File: src/rtl/vga_pattern_ctrl.sv
// Test-pattern scheduler and registered RGB565 pixel source.
// Patterns change only at a frame boundary, and one black frame is inserted between patterns.
module vga_pattern_ctrl #(
  parameter int H_VALID    = 640,
  parameter int V_VALID    = 480,
  parameter int FRAME_HOLD = 120,
  parameter int MODE_NUM   = 6
) (
  input  logic        vga_clk,
  input  logic        sys_rst_n,
  input  logic [9:0]  pix_x,
  input  logic [9:0]  pix_y,
  input  logic        key_flag,
  input  logic        auto_en,
  output logic [15:0] pix_data,
  output logic [2:0]  pat_mode,
  output logic        mode_switch
);

  localparam logic [9:0] X_LAST    = 10'(H_VALID - 1);
  localparam logic [9:0] Y_LAST    = 10'(V_VALID - 1);
  localparam logic [9:0] X_SIZE    = 10'(H_VALID);
  localparam logic [9:0] Y_SIZE    = 10'(V_VALID);
  localparam logic [9:0] BAR_W     = 10'(H_VALID / 10);
  localparam logic [7:0] HOLD_LAST = 8'(FRAME_HOLD - 1);
  localparam logic [2:0] MODE_LAST = 3'(MODE_NUM - 1);
  localparam logic [2:0] MODE_CNT  = 3'(MODE_NUM);

  typedef enum logic [1:0] {
    S_RUN   = 2'd0,
    S_PEND  = 2'd1,
    S_BLANK = 2'd2
  } state_t;

  state_t      state_reg, state_next;
  logic [7:0]  frm_cnt_reg, frm_cnt_next;
  logic [2:0]  pat_mode_reg, pat_mode_next;
  logic        mode_switch_reg, mode_switch_next;
  logic [15:0] pix_data_reg, pix_data_next;

  logic        frame_end;
  logic        active;
  logic [9:0]  bar_idx;
  logic [15:0] bar_color;

  assign frame_end = (pix_x == X_LAST) && (pix_y == Y_LAST);
  assign active    = (pix_x < X_SIZE) && (pix_y < Y_SIZE);
  assign bar_idx   = pix_x / BAR_W;

  always_ff @(posedge vga_clk or negedge sys_rst_n) begin
    if (!sys_rst_n) begin
      state_reg       <= S_RUN;
      frm_cnt_reg     <= 8'd0;
      pat_mode_reg    <= 3'd0;
      mode_switch_reg <= 1'b0;
      pix_data_reg    <= 16'h0000;
    end else begin
      state_reg       <= state_next;
      frm_cnt_reg     <= frm_cnt_next;
      pat_mode_reg    <= pat_mode_next;
      mode_switch_reg <= mode_switch_next;
      pix_data_reg    <= pix_data_next;
    end
  end

  always_comb begin
    state_next       = state_reg;
    frm_cnt_next     = frm_cnt_reg;
    pat_mode_next    = pat_mode_reg;
    mode_switch_next = 1'b0;
    case (state_reg)
      S_RUN: begin
        if (frame_end) begin
          if ((auto_en && (frm_cnt_reg == HOLD_LAST)) || key_flag) begin
            state_next   = S_BLANK;
            frm_cnt_next = 8'd0;
          end else if (frm_cnt_reg != HOLD_LAST) begin
            frm_cnt_next = frm_cnt_reg + 8'd1;
          end
        end else if (key_flag) begin
          state_next = S_PEND;
        end
      end
      S_PEND: begin
        // A request is already latched, so further keys are dropped.
        if (frame_end) begin
          state_next   = S_BLANK;
          frm_cnt_next = 8'd0;
        end
      end
      S_BLANK: begin
        if (frame_end) begin
          state_next       = S_RUN;
          pat_mode_next    = (pat_mode_reg == MODE_LAST) ? 3'd0 : pat_mode_reg + 3'd1;
          mode_switch_next = 1'b1;
        end
      end
      default: begin
        state_next = S_RUN;
      end
    endcase
  end

  always_comb begin
    case (bar_idx)
      10'd0:   bar_color = 16'hF800;
      10'd1:   bar_color = 16'hFC00;
      10'd2:   bar_color = 16'hFFE0;
      10'd3:   bar_color = 16'h07E0;
      10'd4:   bar_color = 16'h07FF;
      10'd5:   bar_color = 16'h001F;
      10'd6:   bar_color = 16'hF81F;
      10'd7:   bar_color = 16'h0000;
      10'd8:   bar_color = 16'hFFFF;
      10'd9:   bar_color = 16'hD69A;
      default: bar_color = 16'h0000;
    endcase
  end

  // Pixel uses the state of this cycle; the transition cycle's pixel is still drawn.
  always_comb begin
    pix_data_next = 16'h0000;
    if (active && (state_reg != S_BLANK) && (pat_mode_reg < MODE_CNT)) begin
      case (pat_mode_reg)
        3'd0: pix_data_next = bar_color;
        3'd1: pix_data_next = 16'hF800;
        3'd2: pix_data_next = 16'h07E0;
        3'd3: pix_data_next = 16'h001F;
        3'd4: pix_data_next = (pix_x[5] ^ pix_y[5]) ? 16'hFFFF : 16'h0000;
        3'd5: pix_data_next = ((pix_x[5:0] == 6'd0) || (pix_y[5:0] == 6'd0) ||
                               (pix_x == X_LAST) || (pix_y == Y_LAST)) ? 16'hFFFF : 16'h0000;
        default: pix_data_next = 16'h0000;
      endcase
    end
  end

  assign pix_data    = pix_data_reg;
  assign pat_mode    = pat_mode_reg;
  assign mode_switch = mode_switch_reg;

endmodule
File: config.mk
export PLATFORM = sky130hd
export DESIGN_NAME = vga_pattern_ctrl
export DESIGN_NICKNAME = d
export VERILOG_FILES = /design/src/rtl/vga_pattern_ctrl.sv
export SDC_FILE = /design/constraint.sdc
export NUM_CORES = 1
export LEC_CHECK = 0
export ABC_AREA = 1
export ABC_CLOCK_PERIOD_IN_PS = 1400
export BUFFER_PORTS_ARGS = -buffer_cell sky130_fd_sc_hd__buf_2
export CORE_MARGIN = 3
export CORE_UTILIZATION = 45
export DETAILED_ROUTE_END_ITERATION = 10
export PLACE_DENSITY = 0.73
export SYNTH_ARGS = -nofsm -noshare
export SYNTH_HDL_FRONTEND = slang
export SYNTH_SLANG_ARGS = --single-unit
File: constraint.sdc
create_clock -name vga_clk -period 1.4 [get_ports vga_clk]
set_input_delay 0.07 -clock vga_clk [delete_from_list [all_inputs] [get_ports vga_clk]]
set_output_delay 0.07 -clock vga_clk [all_outputs]
set_load 0.05 [all_outputs]
---- Yosys cells after proc, flatten, opt, wreduce, memory -nomap -nowiden ----
Memory sizes are Yosys's and may differ from the RTL's.
Index checks and enable logic that the tools add are counted.
operators by class
  bitwise logic cells ..................... 1
  reduce and logical (&&, ||, !) cells .... 17
  mux-type cells .......................... 18
  equal/unequal tests ..................... 18
  $add $sub $neg .......................... 2
  magnitude comparators ................... 3
operator list
  operator                                                                  number
  16-bit case mux with 6 select lines                                       1
  16-bit 2-to-1 mux                                                         3
  8-bit 2-to-1 mux                                                          4
  8-bit case mux with 2 select lines                                        1
  6-bit zero test                                                           2
  10-bit == test (second input constant)                                    1
  10-bit by 9-bit == test with 1-bit output (second input constant)         1
  10-bit < comparator (second input constant)                               1
  10-bit by 9-bit < comparator with 1-bit output (second input constant)    1
  2-bit 2-to-1 mux                                                          5
  3-bit inequality test (second input constant)                             3
  8-bit by 1-bit adder with 8-bit output (second input constant)            1
  8-bit by 7-bit == test with 1-bit output (second input constant)          1
  2-bit inequality test (second input constant)                             4
  8-bit by 7-bit inequality test with 1-bit output (second input constant)  1
  4-bit AND reduction                                                       2
  3-bit by 2-bit == test with 1-bit output (second input constant)          2
  3-bit == test (second input constant)                                     2
  2-bit case mux with 3 select lines                                        1
  1-bit logical AND                                                         5
  1-bit logical OR                                                          4
  3-bit by 1-bit adder with 3-bit output (second input constant)            1
  3-bit by 1-bit == test with 1-bit output (second input constant)          1
  3-bit zero test                                                           1
  9 further kinds                                                           10
storage, ports and cells
  memories kept ........................... 1
  register bits after elaboration ......... 30
  word-level logic and storage cells ...... 65
  memory bits (read-only) ................. 256
  output and inout bits ................... 20
  bits of input ports ..................... 24
memory list
  memory           words  width  rd ports  clocked after memory_dff  write ports  line  source
  (no name shown)  16     16     1         0                         0            105   case (bar_idx)

---- Depth between registers and ports, before layout ----
  word-level depth ........................ 7
  depth in mapped cells ................... 11
  mapped depth without buffers ............ 11

---- Worst setup path after synthesis ----
OpenSTA, ideal clock, no wires.
  path type ............................... register to register
  start point ............................. reg pat_mode_reg[0] (netlist: pat_mode[0])
  end point ............................... reg pix_data_reg[13] (netlist: pix_data[13])
  path buffers ............................ 0
  arrival time ............................ 1.433 ns
  slack ................................... -0.098 ns
  required time ........................... 1.335 ns
  library setup time ...................... 0.065 ns
  stages on the path, launching flop included .. 8
  period minus slack after synthesis ...... 1.498 ns
  path through ............................ dfrtp_1 > inv_1 > nand3_1 > nor2_1 > nand2_1 > o21ai_0 > o21ai_0 > inv_1
on the way
  word-level cells in the longest chain between the ends .. 3
  elaborated cells between the ends (all ways) .. 10
  classes of those cells .................. order compare (1); eq/ne (5); mux (2); reduce/logical (2)
RTL lines
  element                                                                          line      source
  start: declaration                                                               37        logic [2:0] pat_mode_reg, pat_mode_next;
  start signal: assignment                                                         60        pat_mode_reg <= pat_mode_next;
  3-bit == test (tied with other cells)                                            124       case (pat_mode_reg)
  16-bit case mux with 6 select lines / 1-bit logical AND (equally long branches)  124, 123
  16-bit 2-to-1 mux *                                                              123       if (active && (state_reg != S_BLANK) && (pat_mode_reg < MODE_CNT)) begin
  end signal: assignment                                                           62        pix_data_reg <= pix_data_next;
  end: declaration                                                                 39        logic [15:0] pix_data_reg, pix_data_next;
Every way passes the cells marked *; elsewhere a longest branch is shown, timed or not.
A chain may end at the register's enable or synchronous reset.

---- Final worst setup path ----
  start point ............................. reg frm_cnt_reg[1]
  end point ............................... reg frm_cnt_reg[1]
on the way
  word-level cells in the longest chain between the ends .. 6
  elaborated cells between the ends (all ways) .. 11
  classes of those cells .................. add/sub (1); eq/ne (3); mux (4); reduce/logical (3)
RTL lines
  element                                                                         line  source
  start: declaration                                                              36    logic [7:0] frm_cnt_reg, frm_cnt_next;
  start signal: assignment                                                        59    frm_cnt_reg <= frm_cnt_next;
  branches (longest 6 deep; another with 8-bit by 1-bit adder with 8-bit output)  -
Parallel ways; which one is timed is not known. The select of a mux whose other input is x is not followed.

==> results.md <==
- Status: finished with violations
- Failing checks: negative setup slack
- IO Pins: between 40 and 50
- Global-route wire length before repair: approximately 6000 µm
- Total GRT Usage: 0.177
- DRT iter0 DRCs: 72
- Placed Cells: ~320
- Fmax: approximately 700 MHz
- Initial antenna violation count: 0
- Via count: approximately 1,600
- Core ar.: 3180 µm²
- Die W: 64.8 µm
- Share of cells above drive strength 1: 0.322
- Hold_ws: 95.1 ps
- Number of diodes: 0
- Layout Skew: about 7.3 ps
- R2R Setup Slk: -30 ps
- Setup TNS: -127 ps
- PwrDens: 577 nW/µm²
- Crit path required time: roughly 1600 ps
- Final setup vio count: 8
- Synth Cell Area: 1560 µm²
- Critical Path, Cell by Cell: ha_4, nand2_4, inv_2, nand3_2, nor2_4, nand3b_1, nand2_2, nand2_4, nand2_8, nand2_1, nand2_1
- Nets@finish: approximately 320
- Total of warnings raised by yosys: 0
- Slowest-stage cell, CP: dfrtp_1
- Final slew viol count: 0
- Seq/Total Area, Yosys: 0.337
- Hold Fails Final Rpt: 0
- Largest family of logic cells by synthesized area: simple AND/OR/NAND/NOR gates
- Starting Density: 0.490
- CP peak stage delay: around 430 ps
- Pre-antenna DRT Iters: 6
- Clk buf depth: 2
- VDD IR max: 271 µV
- Remaining Overflow, GRT: 0
- CTS Sinks: 21
- Total CTS buffers: 3
- Worst-margin pin slew: between 400 and 500 ps
- Buffers & Inverters on Critical Path: 1
- RSZ-0062 raised after global routing: true
- Final WS setup: -25.9 ps
- Min Tclk post-route: roughly 1400 ps
- Critical Path Start Type: flip-flop
- Layout area overhead: 27.8%
- Post-Route WL: 3460 µm
- Skew-Pair Late Insertion Delay: 320 ps
- WS Path Type: flip-flop to flip-flop
- Max Cap Violations: 0
- Avg Inst Size Synth: 6.69 µm²
- Gpl congestion: 0.876
- Syn nets: approximately 260
- Multiplexer share of the synthesized area: 0
- DRT antenna net count: 0
- Die Y: about 65 µm
- Flops & latches, synth: 21
- Vias in the first global route: between 1,000 and 1,500
- Family with the most delay on the worst path: simple AND/OR/NAND/NOR gates
- Post-Place Worst Slack: -17.3 ps
- Synth Area in Simple Gates: 0.435
- CP Max Fanout: 8
- Largest net degree at the start of global routing: 22
- DR vias/cell: around 4.8
- Final routed DRC violation total: 0
- Tcrit/Tclk final: 1.02
- FP Rows: 20
- Port Buffer Count: 43
- Final Instance Count excl. Fillers: approximately 330
- Area fraction in compound gates after synthesis: 0.0546
- Wire per inst: around 10 µm
- Mapped Cells: about 230
- Hpwl dp: roughly 2700 µm
- Cell leakage power: about 1.1 nW
- Arr. time, crit path: between 1500 and 2000 ps
- Slew headroom: 0.704
- Distinct cell type count after synthesis: 25
- Clock Tree Root: clkbuf_4
- Die area: 4200 µm²
- Reg clk slew, reported paths: roughly 120 ps
- Htree depth: 1
- Final design utilization: 0.626
- Post-Synth XOR/XNOR Area: 0.0225
- CTS tree: yes
- Worst hold-check path type: input pin to flip-flop
- Max reg flops: 8
- Adder-Cell Fraction of Synth Area: 0.0161
- Element type at the critical path end: flip-flop
-- tightest hold or removal path, cell delays in order --
cell      delay [ps]
buf_2            100
inv_1            110
a221oi_1         100
-- routing by layer --
metal | global-route usage | up-vias | share of wire
met3 | 0.0173 | 7 | 0.045
met1 | 0.237 | 692 | 0.48
met5 | 0 | - | 0
met2 | 0.292 | 43 | 0.46
met4 | 0.0712 | 0 | 0.021
li1 | - | 843 | -
-- cells in the final DEF, fill, tap and decap left out, drive strengths merged, types with 2 or more instances in the layout --
cell    synthesis  routed
nand2          75      75
buf             9      60
inv            38      38
nor2           28      28
nand3          23      23
dfrtp          21      21
nand4           9       9
o21ai           9       9
nor3            9       9
clkbuf          0       3
xor2            2       2
xnor2           2       2
ha              2       2
-- path summary, 6_finish.rpt --
path / start / end / cells after the start
min in group asynchronous: sys_rst_n / pix_data[13] / 2
max: frm_cnt_reg[1] / frm_cnt_reg[1] / 11
min: key_flag / state_reg[0] / 3
min reg2reg: frm_cnt_reg[6] / frm_cnt_reg[6] / 2
max reg2reg: frm_cnt_reg[1] / frm_cnt_reg[1] / 11
max in group asynchronous: sys_rst_n / pat_mode[2] / 2
-- per-stage QoR --
stage | cell area, µm² | total power, mW
finish | 1990 | 1.15
CTS | 1910 | 1.15
global route | 1990 | 1.21
global placement | 1850 | 0.841
floorplan | 1560 | 0.762
detailed placement | 1850 | 0.843
-- final cells by class --
cell class / instances / area (µm²)
Timing Repair Buffer: 61 / 353
Fill cell: 304 / 1190
Sequential cell: 21 / 529
Tap cell: 44 / 55.1
Clock inverter: 1 / 7.51
Multi-Input combinational cell: 165 / 878
Clock buffer: 3 / 22.5
Inverter: 38 / 145
-- report_power, final --
group | internal (mW) | leakage [nW] | switching (mW) | total, mW
Sequential | 0.619 | 0.263 | 0.0119 | 0.631
Clock | 0.109 | 0.0139 | 0.203 | 0.312
Combinational | 0.0727 | 0.873 | 0.132 | 0.205
-- logic make-up (layout without fill, tap and decap cells) --
kind of cell,after synthesis,after routing
buffers and inverters,47,103
XOR/XNOR,4,4
AND/OR/NAND/NOR,146,146
adder cells (fa/ha/maj),2,2
flip-flops,21,21
AO/OA/AOI/OAI,13,13
-- cell usage after synthesis, drive strengths merged --
library cell / count / share of area
o211ai: 1 / 0.0048
nand3b: 1 / 0.0048
ha: 2 / 0.016
o21ai: 9 / 0.036
inv: 38 / 0.092
buf: 9 / 0.043
xor2: 2 / 0.011
a221oi: 1 / 0.0056
nand3: 23 / 0.077
nor2: 28 / 0.079
a21oi: 1 / 0.0032
nand4: 9 / 0.036
nor3: 9 / 0.029
nor4: 1 / 0.014
nand2: 75 / 0.20
xnor2: 2 / 0.011
o31ai: 1 / 0.0048
dfrtp: 21 / 0.34
-- timing repair --
| item | in CTS | in global routing |
|---|---|---|
| pin swaps | 4 | 7 |
| hold buffers | 1 | 0 |
| endpoints found under the hold margin | 21 | 0 |
| setup buffers | 1 | 4 |
| gates resized for setup | 2 | 16 |
| setup endpoints to repair | 9 | 16 |
Note: power is estimated with default switching activity, not from simulation.
